**src/rtl/fifo_flush_unpacker.sv**
```systemverilog
// fifo_flush_unpacker: accepts one packed flush word at a time, strips trailing
// padding nibbles and replays the remaining nibbles one per beat on a
// valid/ready stream, with debug counters for non-empty and all-padding words.
module fifo_flush_unpacker #(
  parameter int unsigned NIBBLES = 8,
  parameter logic [3:0]  PAD     = 4'hC,
  parameter int unsigned CNT_W   = 16
) (
  input  logic                 clock,
  input  logic                 reset,
  input  logic                 flush_valid_i,
  input  logic [4*NIBBLES-1:0] flush_data_i,
  output logic                 flush_ready_o,
  output logic                 out_valid_o,
  output logic [3:0]           out_data_o,
  output logic                 out_last_o,
  input  logic                 out_ready_i,
  output logic                 busy_o,
  output logic [CNT_W-1:0]     word_cnt_o,
  output logic [CNT_W-1:0]     empty_cnt_o
);

  localparam int unsigned WORD_W = 4 * NIBBLES;
  localparam int unsigned LEN_W  = $clog2(NIBBLES + 1);
  localparam int unsigned IDX_W  = (NIBBLES > 1) ? $clog2(NIBBLES) : 1;

  typedef enum logic {
    IDLE   = 1'b0,
    UNPACK = 1'b1
  } state_e;

  state_e             state_q, state_d;
  logic [WORD_W-1:0]  hold_q, hold_d;
  logic [LEN_W-1:0]   len_q, len_d;
  logic [IDX_W-1:0]   idx_q, idx_d;
  logic [CNT_W-1:0]   word_cnt_q, word_cnt_d;
  logic [CNT_W-1:0]   empty_cnt_q, empty_cnt_d;
  logic               ready_q, ready_d;
  logic               valid_q, valid_d;
  logic [3:0]         data_q, data_d;
  logic               last_q, last_d;
  logic [LEN_W-1:0]   len_c;

  // Length of the incoming word: one past the highest non-padding slot.
  always_comb begin
    len_c = '0;
    for (int unsigned k = 0; k < NIBBLES; k++) begin
      if (flush_data_i[4*k +: 4] != PAD) begin
        len_c = LEN_W'(k + 1);
      end
    end
  end

  // Next-state logic plus next values of the registered stream outputs.
  always_comb begin
    state_d     = state_q;
    hold_d      = hold_q;
    len_d       = len_q;
    idx_d       = idx_q;
    word_cnt_d  = word_cnt_q;
    empty_cnt_d = empty_cnt_q;
    ready_d     = 1'b1;
    valid_d     = 1'b0;
    data_d      = 4'h0;
    last_d      = 1'b0;

    case (state_q)
      IDLE: begin
        if (flush_valid_i) begin
          if (len_c == '0) begin
            empty_cnt_d = empty_cnt_q + CNT_W'(1);
          end else begin
            hold_d     = flush_data_i;
            len_d      = len_c;
            idx_d      = '0;
            word_cnt_d = word_cnt_q + CNT_W'(1);
            state_d    = UNPACK;
          end
        end
      end
      UNPACK: begin
        if (out_ready_i) begin
          if (last_q) begin
            idx_d   = '0;
            state_d = IDLE;
          end else begin
            idx_d = idx_q + IDX_W'(1);
          end
        end
      end
      default: state_d = IDLE;
    endcase

    if (state_d == UNPACK) begin
      ready_d = 1'b0;
      valid_d = 1'b1;
      data_d  = hold_d[{idx_d, 2'b00} +: 4];
      last_d  = ((LEN_W'(idx_d) + LEN_W'(1)) == len_d);
    end
  end

  // State and output registers; reset wins over every other event.
  always_ff @(posedge clock) begin
    if (reset) begin
      state_q     <= IDLE;
      hold_q      <= '0;
      len_q       <= '0;
      idx_q       <= '0;
      word_cnt_q  <= '0;
      empty_cnt_q <= '0;
      ready_q     <= 1'b1;
      valid_q     <= 1'b0;
      data_q      <= 4'h0;
      last_q      <= 1'b0;
    end else begin
      state_q     <= state_d;
      hold_q      <= hold_d;
      len_q       <= len_d;
      idx_q       <= idx_d;
      word_cnt_q  <= word_cnt_d;
      empty_cnt_q <= empty_cnt_d;
      ready_q     <= ready_d;
      valid_q     <= valid_d;
      data_q      <= data_d;
      last_q      <= last_d;
    end
  end

  assign flush_ready_o = ready_q;
  assign out_valid_o   = valid_q;
  assign out_data_o    = data_q;
  assign out_last_o    = last_q;
  assign busy_o        = valid_q;
  assign word_cnt_o    = word_cnt_q;
  assign empty_cnt_o   = empty_cnt_q;

endmodule
```
**config.mk**
```make
export PLATFORM = sky130hd
export DESIGN_NAME = fifo_flush_unpacker
export DESIGN_NICKNAME = d
export VERILOG_FILES = /design/src/rtl/fifo_flush_unpacker.sv
export SDC_FILE = /design/constraint.sdc
export NUM_CORES = 1
export LEC_CHECK = 0
export BUFFER_PORTS_ARGS = -buffer_cell sky130_fd_sc_hd__buf_2
export CAP_MARGIN = 40
export CORE_ASPECT_RATIO = 0.5
export CORE_MARGIN = 3
export CORE_UTILIZATION = 30
export DETAILED_ROUTE_END_ITERATION = 10
export GPL_ROUTABILITY_DRIVEN = 0
export PLACE_DENSITY_LB_ADDON = 0.05
export SYNTH_ARGS = -nofsm -noshare
export SYNTH_HDL_FRONTEND = slang
export SYNTH_SLANG_ARGS = --single-unit
```
**constraint.sdc**
```tcl
create_clock -name clock -period 3.9 [get_ports clock]
set_input_delay 0.78 -clock clock [delete_from_list [all_inputs] [get_ports clock]]
set_output_delay 0.78 -clock clock [all_outputs]
set_load 0.05 [all_outputs]
```
# == After elaboration in Yosys (flattened, before gate mapping) ==
# Cells that the tools add are included.
# op_classes
n_addsub,4
n_mul,0
div_mod_pow,0
magnitude_cmp,0
n_eq_ne,9
n_shift,1
mux,26
bitwise,3
reduce_logical,4
# op_table
operator,count
32-bit two-way mux,3
4-bit two-way mux,9
16-bit by 1-bit adder with 16-bit output (second input constant),2
4-bit inequality test (second input constant),8
32-bit by 6-bit variable part select with 4-bit output,1
3-bit two-way mux,4
1-bit two-way mux,7
3-bit one-hot mux with 2 select lines,1
3-bit AND reduction,2
3-bit by 1-bit adder with 4-bit output (second input constant),1
4-bit equality test,1
4-bit zero test,1
3-bit by 1-bit adder with 3-bit output (second input constant),1
1-bit inverter,3
2-bit two-way mux,1
1-bit one-hot mux with 2 select lines,1
2-bit OR reduction,1
# totals
register_bits,79
latchBits,0
mem_bits_rw,0
mem_bits_ro,0
inputBits,36
output_inout_bits,40
elab_cells,57
n_memories,0

# == Logic depth before layout (Yosys ltp) ==
# logic_depth
word_depth,15
mapped_depth,12
ltp_nobuf,9

# == Worst setup path before layout ==
# Ideal clock, no wire load.
# synth_timing
path_type,input-to-reg
start,input flush_data_i[29]
end,"register last_q, in the netlist out_last_o"
setup_time_ns,0.088
t_arrival_ns,2.850
t_required_ns,3.812
slack_ns,0.962
path_stages,12
n_path_buf,3
cell_sequence,and4bb_1 buf_4 nand3_1 o2111ai_4 and2_1 buf_6 clkbuf_1 nor2_1 ha_1 xor2_1 mux2i_1 nor4_2
# synth_between
elab_chain_cells,8
# synth_lines
element,line,source
from (decl),12,"input logic [4*NIBBLES-1:0] flush_data_i,"
4-bit inequality test,48,if (flush_data_i[4*k +: 4] != PAD) begin
4-bit two-way mux,48,
4-bit zero test,70,if (len_c == '0) begin
3-bit two-way mux,70,
3-bit two-way mux,69,if (flush_valid_i) begin
3-bit one-hot mux with 2 select lines,67,case (state_q)
named net idx_d[1],35,"logic [IDX_W-1:0] idx_q, idx_d;"
3-bit by 1-bit adder with 4-bit output,98,last_d = ((LEN_W'(idx_d) + LEN_W'(1)) == len_d);
4-bit equality test,98,
to (signal assigned),125,last_q <= last_d;
to (decl),41,"logic last_q, last_d;"
# The timed path passes the listed nets, and every way through them passes these cells.
# A chain may end at the register's enable or synchronous reset.

# == Final worst setup path ==
# layout_timing
start,input flush_data_i[9]
end,"register last_q, in the netlist out_last_o"
# layout_between
elab_chain_cells,13
# layout_lines
element,line
4-bit inequality test (*),48
4-bit two-way mux (*) (6 in a row),48
4-bit zero test,70
3-bit two-way mux or 1-bit two-way mux (tied branches),70
3-bit two-way mux or 1-bit two-way mux (tied branches),69
3-bit one-hot mux with 2 select lines or 1-bit one-hot mux with 2 select lines (tied branches),67
3-bit by 1-bit adder with 4-bit output or 1-bit inverter (tied branches),-
4-bit equality test or 2-bit OR reduction (tied branches),-
# Mark *: on every way between the ends. The rest lies on a longest branch, timed or not.

==> out/qor.csv <==
metric,value,unit
port_buffers,75,
maxCapViolCount,0,
vdd.ir_drop.worst,166,µV
worst_r2r_path_depth,8,
hold_path_end,hold_q[3],
synth_top_area_share,0.427,
clkTransAtPathRegs,0.05,ns
synthTopCellsByArea,"dfxtp_1 (43%), nand2_1 (8.4%), a21oi_1 (8.4%)",
synth_edf_count,0,
clock_sinks,78,
critPathLaunchType,primary input,
worst_slew_pin_slew,0.639,ns
ys.flop_type,dfxtp_1,
grt_usage,0.147,
hold_path_class,reg -> reg,
critPathCaptureType,register,
rr_endpoint,out_data_o[2],
grt_pass1_vias,3072,
cts_resized,0,
cp.arrival,3.05,ns
layout_min_cycle_time,2.84,ns
io_pins,76,
place_hpwl,7.08,mm
via_per_inst,4.78,
fmax,0.352,GHz
wirelength,9.72,mm
synth.avg_cell_area,8.31,µm²
skew,0.00699,ns
post_cts_buffers,0,
yosysMostFrequentCell,nand2_1,
yosysWarnings,0,
coreArea,11400,µm²
cp_max_fo,5,
power.total,1.81,mW
min_period_over_period,0.728,
cts_tree,yes,
rsz0062_at_grt,no,
clockBufferDepth,2,
die_h,84.1,µm
wl_per_cell,14.6,µm
status,"finished, final reports clean",
cts_made_buffers,9,
drive_above_1_share,0.236,
gr-total-overflow,0,
h-tree-depth,3,
grt_start_max_net_pins,44,
synth-async-reset-ratio,0,
start_util,0.320,
dr.pass1.iters,4,
die_width,162,µm
hp-start,hold_q[3],
setup_viol,0,
power_density,407,nW/µm²
post-route-drc-count,0,
syn-cell-area,3660,µm²
layout.nets,547,
drt_iter0_markers,150,
num_vias,3194,
synth_commonest_cells,"nand2_1 (82), dfxtp_1 (78), a21oi_1 (61)",
r2r_start,state_q,
clkLatencyLatePin,0.34,ns
critical_path_class,in -> reg,
antenna_found_initial,0,
final_hold_viol_count,0,
cts_hold_buf,0,
setup_tns,0,ns
antenna_left,0,
cts_root_buf,clkbuf_16,
yosysUniqueCellTypes,49,
die-area,13600,µm²
syn_to_final_growth,21.4,%
hold-path-cell-count,2,
yosysTopAreaCell,dfxtp_1,
p_leak,1.76,nW
timing.slew.headroom,0.573,
ys_ff_latch,78,
num_rows,27,
regToRegSetupSlack,1.64,ns
synth_nets,480,
ys_seq_area_frac,0.427,
grt_pass1_wl,16.0,mm
syn_inst,440,
critPathRequiredTime,4.11,ns
drv_slew,0,
diodes,0,
[worst max-delay path, stage by stage]
cell       delay, ns
buf_2           0.10
nand4bb_1       0.38
o21ba_2         0.44
o2111ai_4       0.18
and2_1          0.24
nor2_1          0.18
ha_1            0.20
xor2_1          0.23
mux2i_1         0.26
nor4_2          0.07
[kinds of logic (layout without fill, tap and decap cells)]
group / after synthesis / after routing / share of synthesized area
flops: 78 / 78 / 0.427
fa+ha+maj: 4 / 4 / 0.0137
compound gates: 101 / 101 / 0.159
simple gates: 185 / 185 / 0.262
buf+inv: 36 / 105 / 0.0421
xor+xnor: 17 / 17 / 0.0407
mux: 19 / 19 / 0.0554
[power breakdown]
| part | switching [mW] | internal (mW) | total (mW) | leakage (nW) |
|---|---|---|---|---|
| clock network | 0.310 | 0.452 | 0.762 | 0.133 |
| logic | 0.129 | 0.0707 | 0.200 | 0.994 |
| registers | 0.0176 | 0.826 | 0.844 | 0.635 |
[flip-flops by register name, indices dropped and copies added (netlist names), 3 cells and up]
register	count
word_cnt_o	16
len_q	4
out_data_o	4
hold_q	32
empty_cnt_o	16
idx_q	3
[worst max-delay path by stage]
stage                     slack (ns)        startpoint  cells after the start         end
after global routing            0.90   flush_data_i[9]                     10  out_last_o
after global placement          0.80   flush_data_i[9]                     10  out_last_o
final                           1.06   flush_data_i[9]                     10  out_last_o
after floorplan                 0.96  flush_data_i[29]                     12  out_last_o
after detailed placement        0.80   flush_data_i[9]                      9  out_last_o
after CTS                       1.15   flush_data_i[9]                     10  out_last_o
[through the flow]
stage                     area, µm²  hold WS, ns  utilization  std cells  worst slack, ns
after detailed placement       4170        0.445        0.366        655            0.803
final                          4440        0.453        0.389        668             1.06
after global routing           4440        0.475        0.389        668            0.901
after floorplan                3660        0.433            -        440            0.962
after CTS                      4440        0.453        0.389        668             1.15
after global placement         4170        0.444        0.366        655            0.799
[layer usage]
layer | track usage | vias to the layer above | part of all wire
met5 | 0 | - | 0
met4 | 0.0395 | 0 | 0.0093
met3 | 0.0500 | 8 | 0.054
met2 | 0.207 | 53 | 0.39
met1 | 0.213 | 1455 | 0.54
li1 | - | 1678 | -
[area by class of cell]
class	count	area [µm²]
clock inverters	2	10.0
clock buffers	11	253
well taps	159	199
multi-input cells	326	1940
inverters	9	33.8
repair buffers	83	435
fillers	1224	6980
flip-flops and latches	78	1560
[cell usage in the layout (no fill, tap or decap), types with 2 or more instances in the layout]
master     count
and3_1         3
nand2b_1       2
and2_1         2
nand3_1       14
nor3_1         8
o21a_1         2
nand4_1        7
nor2_1        28
nand2_1       82
a2bb2oi_1      2
dfxtp_1       78
ha_1           4
buf_4          8
inv_1          9
mux2_2        10
o21ai_0       22
or3_1         16
and4bb_2       4
mux2i_1        8
buf_2         75
o221ai_1       2
a21oi_1       61
nor4_2         2
a22oi_1        4
clkinv_2       2
nor3b_2        2
clkbuf_16      9
nor4_1         2
xnor2_1        9
xor2_1         8
o311ai_0       2
and4_1         3
clkbuf_8       2
Note: power is estimated with default switching activity, not from simulation.
